===== src/rtl/uart_console_rx.sv =====
// Console UART receiver: 2-flop line synchronizer, 8N1 deframer and a fall-through byte FIFO.
// Break conditions raise a single frame error and are not turned into a stream of 0x00 bytes.
module uart_console_rx #(
   parameter int CLKS_PER_BIT = 174,
   parameter int FIFO_DEPTH   = 16
) (
   input  logic                        clk_gen,
   input  logic                        rst_n,
   input  logic                        uart_rx_i,
   output logic [7:0]                  rd_data_o,
   output logic                        rd_valid_o,
   input  logic                        rd_ready_i,
   output logic [$clog2(FIFO_DEPTH):0] fifo_level_o,
   output logic                        frame_err_o,
   output logic                        overflow_o,
   input  logic                        err_clr_i
);

   localparam int PTR_W  = $clog2(FIFO_DEPTH);
   localparam int LVL_W  = PTR_W + 1;
   localparam int BAUD_W = $clog2(CLKS_PER_BIT);
   localparam logic [BAUD_W-1:0] BAUD_LAST = BAUD_W'(CLKS_PER_BIT - 1);
   localparam logic [BAUD_W-1:0] HALF_LAST = BAUD_W'(CLKS_PER_BIT / 2 - 1);
   localparam logic [LVL_W-1:0]  LVL_FULL  = LVL_W'(FIFO_DEPTH);

   typedef enum logic [2:0] {IDLE, START, DATA, STOP, WAIT_IDLE} state_t;

   state_t              state_q;
   logic                sync1_q, sync2_q;
   logic [BAUD_W-1:0]   baud_q;
   logic [2:0]          bit_q;
   logic [7:0]          shift_q;

   logic [7:0]          mem_q [FIFO_DEPTH];
   logic [PTR_W-1:0]    wrPtr_q, wrPtr_d, rdPtr_q, rdPtr_d;
   logic [LVL_W-1:0]    level_q, level_d;
   logic                frameErr_q, frameErr_d, overflow_q, overflow_d;

   logic                stopSample, pushReq, frameErrSet;
   logic                full, popEn, pushEn;

   always_ff @(posedge clk_gen or negedge rst_n) begin
      if (!rst_n) begin
         sync1_q <= 1'b1;
         sync2_q <= 1'b1;
      end else begin
         sync1_q <= uart_rx_i;
         sync2_q <= sync1_q;
      end
   end

   always_ff @(posedge clk_gen or negedge rst_n) begin
      if (!rst_n) begin
         state_q <= IDLE;
         baud_q  <= '0;
         bit_q   <= '0;
         shift_q <= '0;
      end else begin
         case (state_q)
            IDLE: begin
               if (!sync2_q) begin
                  state_q <= START;
                  baud_q  <= '0;
               end
            end
            START: begin
               if (baud_q == HALF_LAST) begin
                  baud_q  <= '0;
                  bit_q   <= '0;
                  state_q <= sync2_q ? IDLE : DATA;
               end else begin
                  baud_q <= baud_q + BAUD_W'(1);
               end
            end
            DATA: begin
               if (baud_q == BAUD_LAST) begin
                  baud_q  <= '0;
                  shift_q <= {sync2_q, shift_q[7:1]};
                  bit_q   <= bit_q + 3'd1;
                  if (bit_q == 3'd7) state_q <= STOP;
               end else begin
                  baud_q <= baud_q + BAUD_W'(1);
               end
            end
            STOP: begin
               if (baud_q == BAUD_LAST) begin
                  baud_q  <= '0;
                  state_q <= sync2_q ? IDLE : WAIT_IDLE;
               end else begin
                  baud_q <= baud_q + BAUD_W'(1);
               end
            end
            WAIT_IDLE: begin
               if (sync2_q) state_q <= IDLE;
            end
            default: state_q <= IDLE;
         endcase
      end
   end

   // A full FIFO still accepts a byte when the head leaves in the same cycle.
   always_comb begin
      stopSample  = (state_q == STOP) && (baud_q == BAUD_LAST);
      pushReq     = stopSample && sync2_q;
      frameErrSet = stopSample && !sync2_q;
      full        = (level_q == LVL_FULL);
      popEn       = (level_q != '0) && rd_ready_i;
      pushEn      = pushReq && (!full || popEn);
      level_d     = level_q + LVL_W'(pushEn) - LVL_W'(popEn);
      wrPtr_d     = wrPtr_q + PTR_W'(pushEn);
      rdPtr_d     = rdPtr_q + PTR_W'(popEn);
      frameErr_d  = (frameErr_q && !err_clr_i) || frameErrSet;
      overflow_d  = (overflow_q && !err_clr_i) || (pushReq && full && !popEn);
   end

   always_ff @(posedge clk_gen or negedge rst_n) begin
      if (!rst_n) begin
         for (int i = 0; i < FIFO_DEPTH; i++) mem_q[i] <= '0;
         wrPtr_q    <= '0;
         rdPtr_q    <= '0;
         level_q    <= '0;
         frameErr_q <= 1'b0;
         overflow_q <= 1'b0;
      end else begin
         if (pushEn) mem_q[wrPtr_q] <= shift_q;
         wrPtr_q    <= wrPtr_d;
         rdPtr_q    <= rdPtr_d;
         level_q    <= level_d;
         frameErr_q <= frameErr_d;
         overflow_q <= overflow_d;
      end
   end

   assign rd_data_o    = mem_q[rdPtr_q];
   assign rd_valid_o   = (level_q != '0);
   assign fifo_level_o = level_q;
   assign frame_err_o  = frameErr_q;
   assign overflow_o   = overflow_q;

endmodule


===== config.mk =====
export PLATFORM = sky130hd
export DESIGN_NAME = uart_console_rx
export DESIGN_NICKNAME = d
export VERILOG_FILES = /design/src/rtl/uart_console_rx.sv
export SDC_FILE = /design/constraint.sdc
export NUM_CORES = 1
export LEC_CHECK = 0
export BUFFER_PORTS_ARGS = -buffer_cell sky130_fd_sc_hd__buf_4
export CORE_MARGIN = 4
export CORE_UTILIZATION = 60
export DETAILED_ROUTE_END_ITERATION = 6
export PLACE_DENSITY = 0.75
export SLEW_MARGIN = 20
export SYNTH_ARGS = -nofsm -noshare
export SYNTH_HDL_FRONTEND = slang
export SYNTH_SLANG_ARGS = --single-unit

===== constraint.sdc =====
create_clock -name clk_gen -period 3.3 [get_ports clk_gen]
set_input_delay 0.33 -clock clk_gen [delete_from_list [all_inputs] [get_ports clk_gen]]
set_output_delay 0.33 -clock clk_gen [all_outputs]
set_load 0.05 [all_outputs]

==> impl_results.md <==
* Arrival @ worst endpoint at around 3300 ps
* Post-synth EDFFs at 0
* I/O pin count at 21
* CTS Buf Count at 17
* Placed cells at ~700
* Worst VDD drop at between 0.7 and 0.8 mV
* Tot GR Track Use at 23.5%
* Share of cells above drive strength 1 at a little over two fifths
* Root cell of the clock tree: clkbuf_16
* Vias per cell at a little over 6
* Die area at 0.0150 sq mm
* First-pass GRT wire length at 26200 um
* Routed WL per cell at 21.0 um
* Initial Utilization at approximately 60%
* Die width at 122 um
* Filler cells at between 900 and 1000
* Synthesized area at about 0.0079 sq mm
* Setup crit end kind: flop
* Post-synthesis register bit count at around 170
* Gp weighted congestion at 0.889
* Final clock skew at 6.66 ps
* Area Growth Syn to Fin at 12.4%
* CTS max path bufs at 2
* Syn nets at 566
* H-tree levels at 4
* Run status: finished clean
* Final Cell Area at a little under 0.009 sq mm
* Core Region at between 0.01 and 0.015 sq mm
* Slew Viols, Final at 0
* Leak at ~4.3 nW
* HPWL Detailed at 10000 um
* DRT Pass-1 Iters at 4
* Warning count from the yosys run at 0
* Final period util at approximately 90%
* Clock transition at path regs at 60 ps
* Critical path required time at between 3000 and 4000 ps
* Initial antenna violation count at 0
* Drc violations at 0
* Min Tclk post-route at 2980 ps
* Setup violations, final at 0
* Setup TNS at 0 ps
* Post_cts resized at 0
* Worst slack at placement at about 300 ps
* Worst slew pin tran at between 900 and 1000 ps
* Fin. Hold Viols at 0
* Avg Inst Size Synth at around 14 sq um
* Reg area at around 0.0042 sq mm
* Cell variety after synth at 53
* Most used DFF post-synth: dfrtp_1
* Hold Path Class: in2reg
* Largest net degree at the start of global routing at 72
* Post-synthesis sequential area ratio at roughly 53%
* CTS tree: built
* Vias at roughly 4600
* Drt total wl at 15700 um
* Grt ovf at 0
* Biggest fanout along the worst timing path at 3
* Pwr/cell area at a little over 600 mW/mm^2
* Multi-input logic area at between 0.003 and 0.004 sq mm
* Startpoint Class: flop
* Die Y at 122 um
* Final setup margin at 322 ps
* Initial DRC count at ~290
* Antenna Nets Post-Route at 0
* Area post-placement at a little over 0.008 sq mm
* Cell Rows at a little over 40
* F_max at 336 MHz
* Vias in the first global route at approximately 5000
* Synth async-reset ratio at 100%
* Nets at ~580
* WS Path Type: reg2reg
* Max-Slew Margin vs Limit at between 30 and 40%
* Number of port buffers at 20
* Total Power at 5.33 mW
* RSZ-0062 raised after global routing: no
* Non-filler cells, final at roughly 750
* Clk sink count at roughly 170
* Skew-Pair Late Insertion Delay at 420 ps
* Syn Inst Count at 545
* Max Cap Viol at 0
* N_diodes at 0
[cell type report]
type | instances | share of cell area, %
repair buffers | 29 | 2.85
clock inverters | 7 | 1.56
multi-input cells | 335 | 39.4
clock buffers | 25 | 5.84
flip-flops and latches | 167 | 47.4
inverters | 12 | 0.511
well taps | 172 | 2.44
[report_power, final]
part	internal [mW]	switching (mW)	leakage, nW
Sequential	2.11	0.215	2.29
Combinational	0.391	0.465	1.68
Clock	1.39	0.759	0.319
Total	3.89	1.44	4.29
[state kept, by name, summed over array words and instances (netlist names)]
signal / cells
sync1_q: 1
frame_err_o: 1
wrPtr_q: 4
baud_q: 8
overflow_o: 1
sync2_q: 1
shift_q: 8
state_q: 3
mem_q: 128
fifo_level_o: 5
bit_q: 3
rdPtr_q: 4
[through the flow]
step / utilization, % / hold WS [ps]
after CTS: 69.3 / 83.5
after global placement: 64.0 / 349
final: 69.3 / 101
after global routing: 69.3 / 91.4
after floorplan: - / 34.4
after detailed placement: 64.0 / 350
[cell usage after synthesis, types with 3 or more instances]
cell type  number  share of area [%]
nand2b_1        5               0.40
and4_1          4               0.45
o21ai_0         9               0.57
nor2b_1         5               0.40
nand2_1        39                1.9
a21o_1          5               0.48
nand3_2        10                1.3
nor2_1         11               0.53
xnor2_1         4               0.45
buf_6           3               0.43
clkbuf_1       20               0.96
o211ai_1        3               0.29
xor2_1          4               0.45
nand3_1         7               0.45
ha_1           15                2.4
dfrtp_1       165                 53
mux4_2         38                 11
mux2_2        128                 18
and2_1          3               0.24
inv_1          12               0.57
buf_2           7               0.45
a21oi_1         8               0.51
[final timing paths]
| check | cells past startpoint | slack [ps] | endpoint | start |
|---|---|---|---|---|
| worst max register to register | 13 | 320 | fifo_level_o[4]$_DFF_PN0_ | fifo_level_o[2]$_DFF_PN0_ |
| min in group asynchronous | 2 | 460 | mem_q[121]$_DFFE_PN0P_ | rst_n |
| worst max-delay path | 13 | 320 | fifo_level_o[4]$_DFF_PN0_ | fifo_level_o[2]$_DFF_PN0_ |
| worst min register to register | 0 | 360 | sync2_q$_DFF_PN1_ | sync1_q$_DFF_PN1_ |
| max in group asynchronous | 3 | 1970 | mem_q[38]$_DFFE_PN0P_ | rst_n |
| worst min-delay path | 2 | 100 | overflow_o$_DFF_PN0_ | err_clr_i |
[critical path: stages (launching register included)]
cell and delay, ps:
dfrtp_1 400, inv_1 90, ha_1 140, or3b_1 390
or2_2 310, and2_1 180, ha_1 270, inv_1 40
ha_1 210, fa_1 420, a21oi_1 150, nor2_1 50
nor2_1 120, xnor2_1 140
[cell usage in the layout (no fill, tap or decap), drive strengths merged, types with 3 or more instances in the layout]
cell / count
and2: 3
mux4: 38
bufinv: 4
nor2: 11
or4: 3
o21ai: 9
o211ai: 3
or3b: 3
nor2b: 5
and4: 4
a21o: 6
buf: 27
ha: 15
nand2b: 5
a21oi: 8
clkbuf: 25
dfrtp: 165
nand2: 39
xor2: 4
mux2: 129
xnor2: 4
nand3: 17
inv: 12
nand4: 3
[repair_timing]
item / 4_1_cts / 5_1_grt
endpoints found under the hold margin: 63 / 0
endpoints found under the setup margin: 0 / 0
hold buffers: 2 / 0
buffers inserted: 0 / 0
[logic make-up (layout without fill, tap and decap cells)]
group                      Yosys count  in the layout  synth area share [%]
AOI/OAI and AO/OA                   39             39                  3.40
xor gates and xnor gates             8              8                 0.892
adders and majority gates           16             16                  2.65
buffers and inverters               43             73                  2.50
DFF                                167            167                  53.3
muxes                              169            169                  29.7
and+or+nand+nor                    103            103                  7.59
[layer usage]
metal	track usage (%)	routed length [um]	part of all wire, %
met1	31.3	6830	44
met5	0	0	0
met3	5.35	551	3.5
met4	8.96	282	1.8
met2	38.2	8020	51
(Power assumes the default switching activity.)
